## config.mk

```make
export PLATFORM = sky130hd
export DESIGN_NAME = snake_body
export DESIGN_NICKNAME = d
export VERILOG_FILES = /design/src/rtl/snake_body.sv
export SDC_FILE = /design/constraint.sdc
export NUM_CORES = 1
export LEC_CHECK = 0
export CAP_MARGIN = 20
export CORE_ASPECT_RATIO = 1.2
export CORE_UTILIZATION = 55
export DETAILED_ROUTE_END_ITERATION = 6
export PLACE_DENSITY = 0.82
export SYNTH_ARGS = -nofsm -noshare
export SYNTH_HDL_FRONTEND = slang
export SYNTH_SLANG_ARGS = --single-unit
```

## constraint.sdc

```tcl
create_clock -name clk -period 7.55 [get_ports clk]
set_input_delay 1.51 -clock clk [delete_from_list [all_inputs] [get_ports clk]]
set_output_delay 1.51 -clock clk [all_outputs]
set_load 0.03 [all_outputs]
```

## src/rtl/snake_body.sv

```systemverilog
// Snake body store: ring buffer of segment coordinates, a serial self-collision
// check on each accepted head move, and a registered occupancy lookup for display.
module snake_body #(
  parameter int MAX_LEN = 16
) (
  input  logic       clk,
  input  logic       reset,
  input  logic       move,
  input  logic [3:0] head_x,
  input  logic [3:0] head_y,
  input  logic [3:0] food_x,
  input  logic [3:0] food_y,
  input  logic [3:0] qx,
  input  logic [3:0] qy,
  output logic       occupied,
  output logic [4:0] length,
  output logic       ate,
  output logic       busy,
  output logic       game_over
);

  localparam int PW = $clog2(MAX_LEN);

  localparam logic [1:0] RUN   = 2'd0;
  localparam logic [1:0] CHECK = 2'd1;
  localparam logic [1:0] OVER  = 2'd2;

  logic [1:0]    state;
  logic [7:0]    seg [MAX_LEN];
  logic [PW-1:0] wp;
  logic [PW-1:0] wp_nxt;
  logic [PW-1:0] rd_ptr;
  logic [7:0]    head_l;
  logic          eat_l;
  logic [4:0]    idx_i;
  logic [4:0]    n_chk;
  logic [4:0]    last_i;
  logic          last;
  logic          hit;
  logic          accept;
  logic          q_hit_p0;

  // Distance from pointer a back to pointer b around the ring.
  function automatic int wrap_sub(input int a, input int b);
    int d;
    d = a - b;
    if (d < 0) d = d + MAX_LEN;
    return d;
  endfunction

  // Without eating, the tail cell vacates this move, so it is not compared.
  always_comb begin
    n_chk  = eat_l ? length : length - 5'd1;
    last_i = (n_chk == 5'd0) ? 5'd0 : n_chk - 5'd1;
    last   = (idx_i == last_i);
    rd_ptr = PW'(wrap_sub(int'(wp), int'(idx_i)));
    hit    = (idx_i < n_chk) && (seg[rd_ptr] == head_l);
    accept = (state == CHECK) && last && !hit;
    wp_nxt = (int'(wp) == MAX_LEN - 1) ? '0 : wp + PW'(1);
  end

  assign ate       = accept && eat_l;
  assign busy      = (state == CHECK);
  assign game_over = (state == OVER);

  // Occupancy lookup: an entry is live when its age behind wp is below length.
  always_comb begin
    q_hit_p0 = 1'b0;
    for (int k = 0; k < MAX_LEN; k++) begin
      if ((seg[k] == {qx, qy}) && (wrap_sub(int'(wp), k) < int'(length)))
        q_hit_p0 = 1'b1;
    end
  end

  always_ff @(posedge clk or negedge reset) begin
    if (!reset) begin
      state    <= RUN;
      wp       <= '0;
      length   <= 5'd1;
      head_l   <= '0;
      eat_l    <= 1'b0;
      idx_i    <= '0;
      occupied <= 1'b0;
      for (int k = 0; k < MAX_LEN; k++) seg[k] <= '0;
    end else begin
      occupied <= q_hit_p0;
      case (state)
        RUN: begin
          if (move && ({head_x, head_y} != seg[wp])) begin
            head_l <= {head_x, head_y};
            eat_l  <= ({head_x, head_y} == {food_x, food_y});
            idx_i  <= '0;
            state  <= CHECK;
          end
        end
        CHECK: begin
          if (hit) begin
            state <= OVER;
          end else if (last) begin
            wp          <= wp_nxt;
            seg[wp_nxt] <= head_l;
            if (eat_l && (length < 5'(MAX_LEN))) length <= length + 5'd1;
            state       <= RUN;
          end else begin
            idx_i <= idx_i + 5'd1;
          end
        end
        default: ;
      endcase
    end
  end

endmodule

```

==> results.sh <==
export IMPL_die_y_um=162.7
export IMPL_area_delta_synth_final_pct=8.621
export IMPL_drt_wl_total_um=34700
export IMPL_clk_latency_ps=450
export IMPL_ys_flop_type="dfrtp_1"
export IMPL_use_met2_pct=51.58
export IMPL_dieWidth_um=136.0
export IMPL_postCtsSetupBuffers=0
export IMPL_synthArstFlopShare_pct=100.0
export IMPL_synth_edff_count=0
export IMPL_route_vias_total=8845
export IMPL_grt_use_met3_pct=6.972
export IMPL_ant_nets=0
export IMPL_seq_area_frac_synth_pct=32.55
export IMPL_hold_path_startpoint="state[1]"
export IMPL_startpoint_type="flip-flop"
export IMPL_first_global_vias=8667
export IMPL_start_util_pct=56.27
export IMPL_cpPeakStageDelay_ps=1250
export IMPL_final_cell_mix="dfrtp_1, xor2_1, mux2_2, mux4_2, ha_1"
export IMPL_rows=58
export IMPL_worstMarginPinSlew_ps=1141
export IMPL_syn_inst=1030
export IMPL_crit_arrival_ps=5160
export IMPL_status="finished, final reports clean"
export IMPL_critPathCaptureType="primary output"
export IMPL_io_pins=36
export IMPL_cts_resized=0
export IMPL_root_buffer="clkbuf_16"
export IMPL_drive_gt1_share_pct=24.59
export IMPL_yosysWarnings=0
export IMPL_cts_buffers=17
export IMPL_core_um2=21050
export IMPL_synth_area_um2=11840
export IMPL_synth_top_area_share_pct=32.33
export IMPL_worstPathRequired_ps=6040
export IMPL_crit_family="adder cells"
export IMPL_period_minus_slack_ps=6675
export IMPL_cts_buffer_depth=2
export IMPL_syn_nets=1109
export IMPL_final_common_cell="dfrtp_1"
export IMPL_fin_worst_skew_ps=15.86
export IMPL_clk_pin_slew_ps=70
export IMPL_finalHoldViolCount=0
export IMPL_n_antenna_cell=0
export IMPL_worstSetupPathType="flip-flop to primary output"
export IMPL_io_buffers=35
export IMPL_dpl_hpwl_um=24590
export IMPL_fillers=1658
export IMPL_worstSetupStartpoint="wp[0]"
export IMPL_grt_pass1_wl_um=52920
export IMPL_fin_crit_sh_pct=88.41
export IMPL_critPathMaxFanout=52
export IMPL_setup_viol=0
export IMPL_viasPerCell=6.809
export IMPL_min_path_type="flip-flop to flip-flop"
export IMPL_cts_hold_fix_buffers=0
export IMPL_max_freq_mhz=149.8
export IMPL_top_usage_layer="met2"
export IMPL_wl_per_cell_um=26.71
export IMPL_dp_slack_ps=1501
export IMPL_gr_usage_met1_pct=42.31
export IMPL_holdWs_ps=566.5
export IMPL_rsz0062_at_grt="no"
export IMPL_cts_tree="yes"
export IMPL_maxSlewHeadroom_pct=23.50
export IMPL_firstDrtPassIters=5
export IMPL_ctsHtreeMaxLevel=4
export IMPL_synth_cell_types=67
export IMPL_finalWorstSetupSlack_ps=875.2
export IMPL_layout_nets=1095
export IMPL_cap_violations=0
export IMPL_maxSlewViolCount=0
export IMPL_cp_slowest_cell="fa_2"
export IMPL_grt_total_usage_pct=32.98
export IMPL_drc=0
export IMPL_gp_congestion=1.012
export IMPL_cp_cell_sequence="inv_1, buf_4, ha_1, fa_2, nor3_1, mux2i_1, nand4_1, mux2i_1, xor2_1, or4_1, o31ai_4, nor3_1, clkdlybuf4s50_1"
export IMPL_grt_overflow=0
export IMPL_synth_top_cell_by_area="dfrtp_1"
export IMPL_ir_worst_vdd_v=0.0004165
export IMPL_p_leak_nw=5.878
export IMPL_fin_setup_tns_ps=0
export IMPL_dieArea_um2=22120
export IMPL_synth_avg_cell_area_um2=11.50
export IMPL_synth_seq_cells=154
export IMPL_r2r_start="wp[0]"
export IMPL_antenna_found_initial=0
export IMPL_grt_max_degree=83
export IMPL_clock_sinks=154
export IMPL_powerDensity_nw_per_um2=500.7
export IMPL_worst_path_buf_inv=3
export IMPL_yosys_top_cells_area="dfrtp_1, xor2_1, mux4_2"
export IMPL_first_iter_violations=969
==> synth_stat cells, drive strengths merged, types with 2 or more instances <==
master,instances
or4,6
nor2b,4
a22oi,2
a41o,3
mux2i,39
or2,3
a211oi,2
o32ai,2
nor4b,2
a31oi,5
a21o,10
a32oi,6
o21bai,3
nand3b,10
or3,2
nand4,15
mux2,142
nand3,11
o31ai,3
ha,51
nand2,34
and2,3
nor2,20
inv,33
nor4,42
a41oi,2
nor3b,17
o211ai,17
o21ai,8
xnor2,24
and4,3
nor3,22
mux4,54
buf,30
and3,6
a21oi,31
clkbuf,47
dfrtp,153
xor2,149
==> logic make-up after synthesis <==
kind of cell / share of synthesized area (%)
flip-flops: 32.55
XOR/XNOR: 12.86
AO/OA/AOI/OAI: 6.086
multiplexers: 28.11
AND/OR/NAND/NOR: 10.67
buffers and inverters: 4.163
adder cells (fa/ha/maj): 5.557
==> path summary, 6_finish.rpt <==
path                            cells past startpoint  endpoint  slack (ps)
worst max-delay path                               13       ate         880
worst min register to register                      2  state[0]         570
worst min-delay path                                2  state[0]         570
max in group asynchronous                           2    seg[3]        5060
worst max register to register                     14   seg[87]        1920
min in group asynchronous                           1  idx_i[4]        1100
==> metal layers <==
metal  wire [µm]  vias to the layer above
met5           0                        -
met3        3050                      147
met2       15630                      529
met4        2150                        0
met1       13860                     4405
li1            -                     3764
==> worst min-delay path, cell delays in order (launching register included) <==
cell      delay (ps)
dfrtp_1          370
a21oi_1           50
o21bai_1         110
==> sequential cells by signal (all words and copies together) (netlist names) <==
register  count
occupied      1
length        5
idx_i         5
head_l        8
wp            4
eat_l         1
state         2
seg         128
==> final cells by class <==
type	instances	area, µm²	share of cell area (%)
clock buffers	17	425.4	3.307
repair buffers	44	431.7	3.356
well taps	270	337.8	2.626
multi-input cells	765	7505	58.34
clock inverters	15	180.2	1.401
inverters	34	127.6	0.9921
flip-flops and latches	154	3856	29.98
==> report_power, final <==
group	internal (mW)	switching [mW]	leakage (nW)
Clock	0.500	0.396	0.292
Combinational	1.76	2.11	3.52
Sequential	1.11	0.560	2.07
Total	3.38	3.07	5.88
==> per-stage QoR <==
step / area, µm² / total power [mW] / std cells / utilization [%]
after floorplan: 11840 / 4.508 / 1030 / -
after global placement: 12260 / 5.304 / 1267 / 58.25
after detailed placement: 12260 / 5.410 / 1267 / 58.25
after CTS: 12860 / 6.346 / 1299 / 61.12
after global routing: 12860 / 6.761 / 1299 / 61.12
final: 12860 / 6.441 / 1299 / 61.12
No activity file was read; power rests on OpenSTA's default activity.
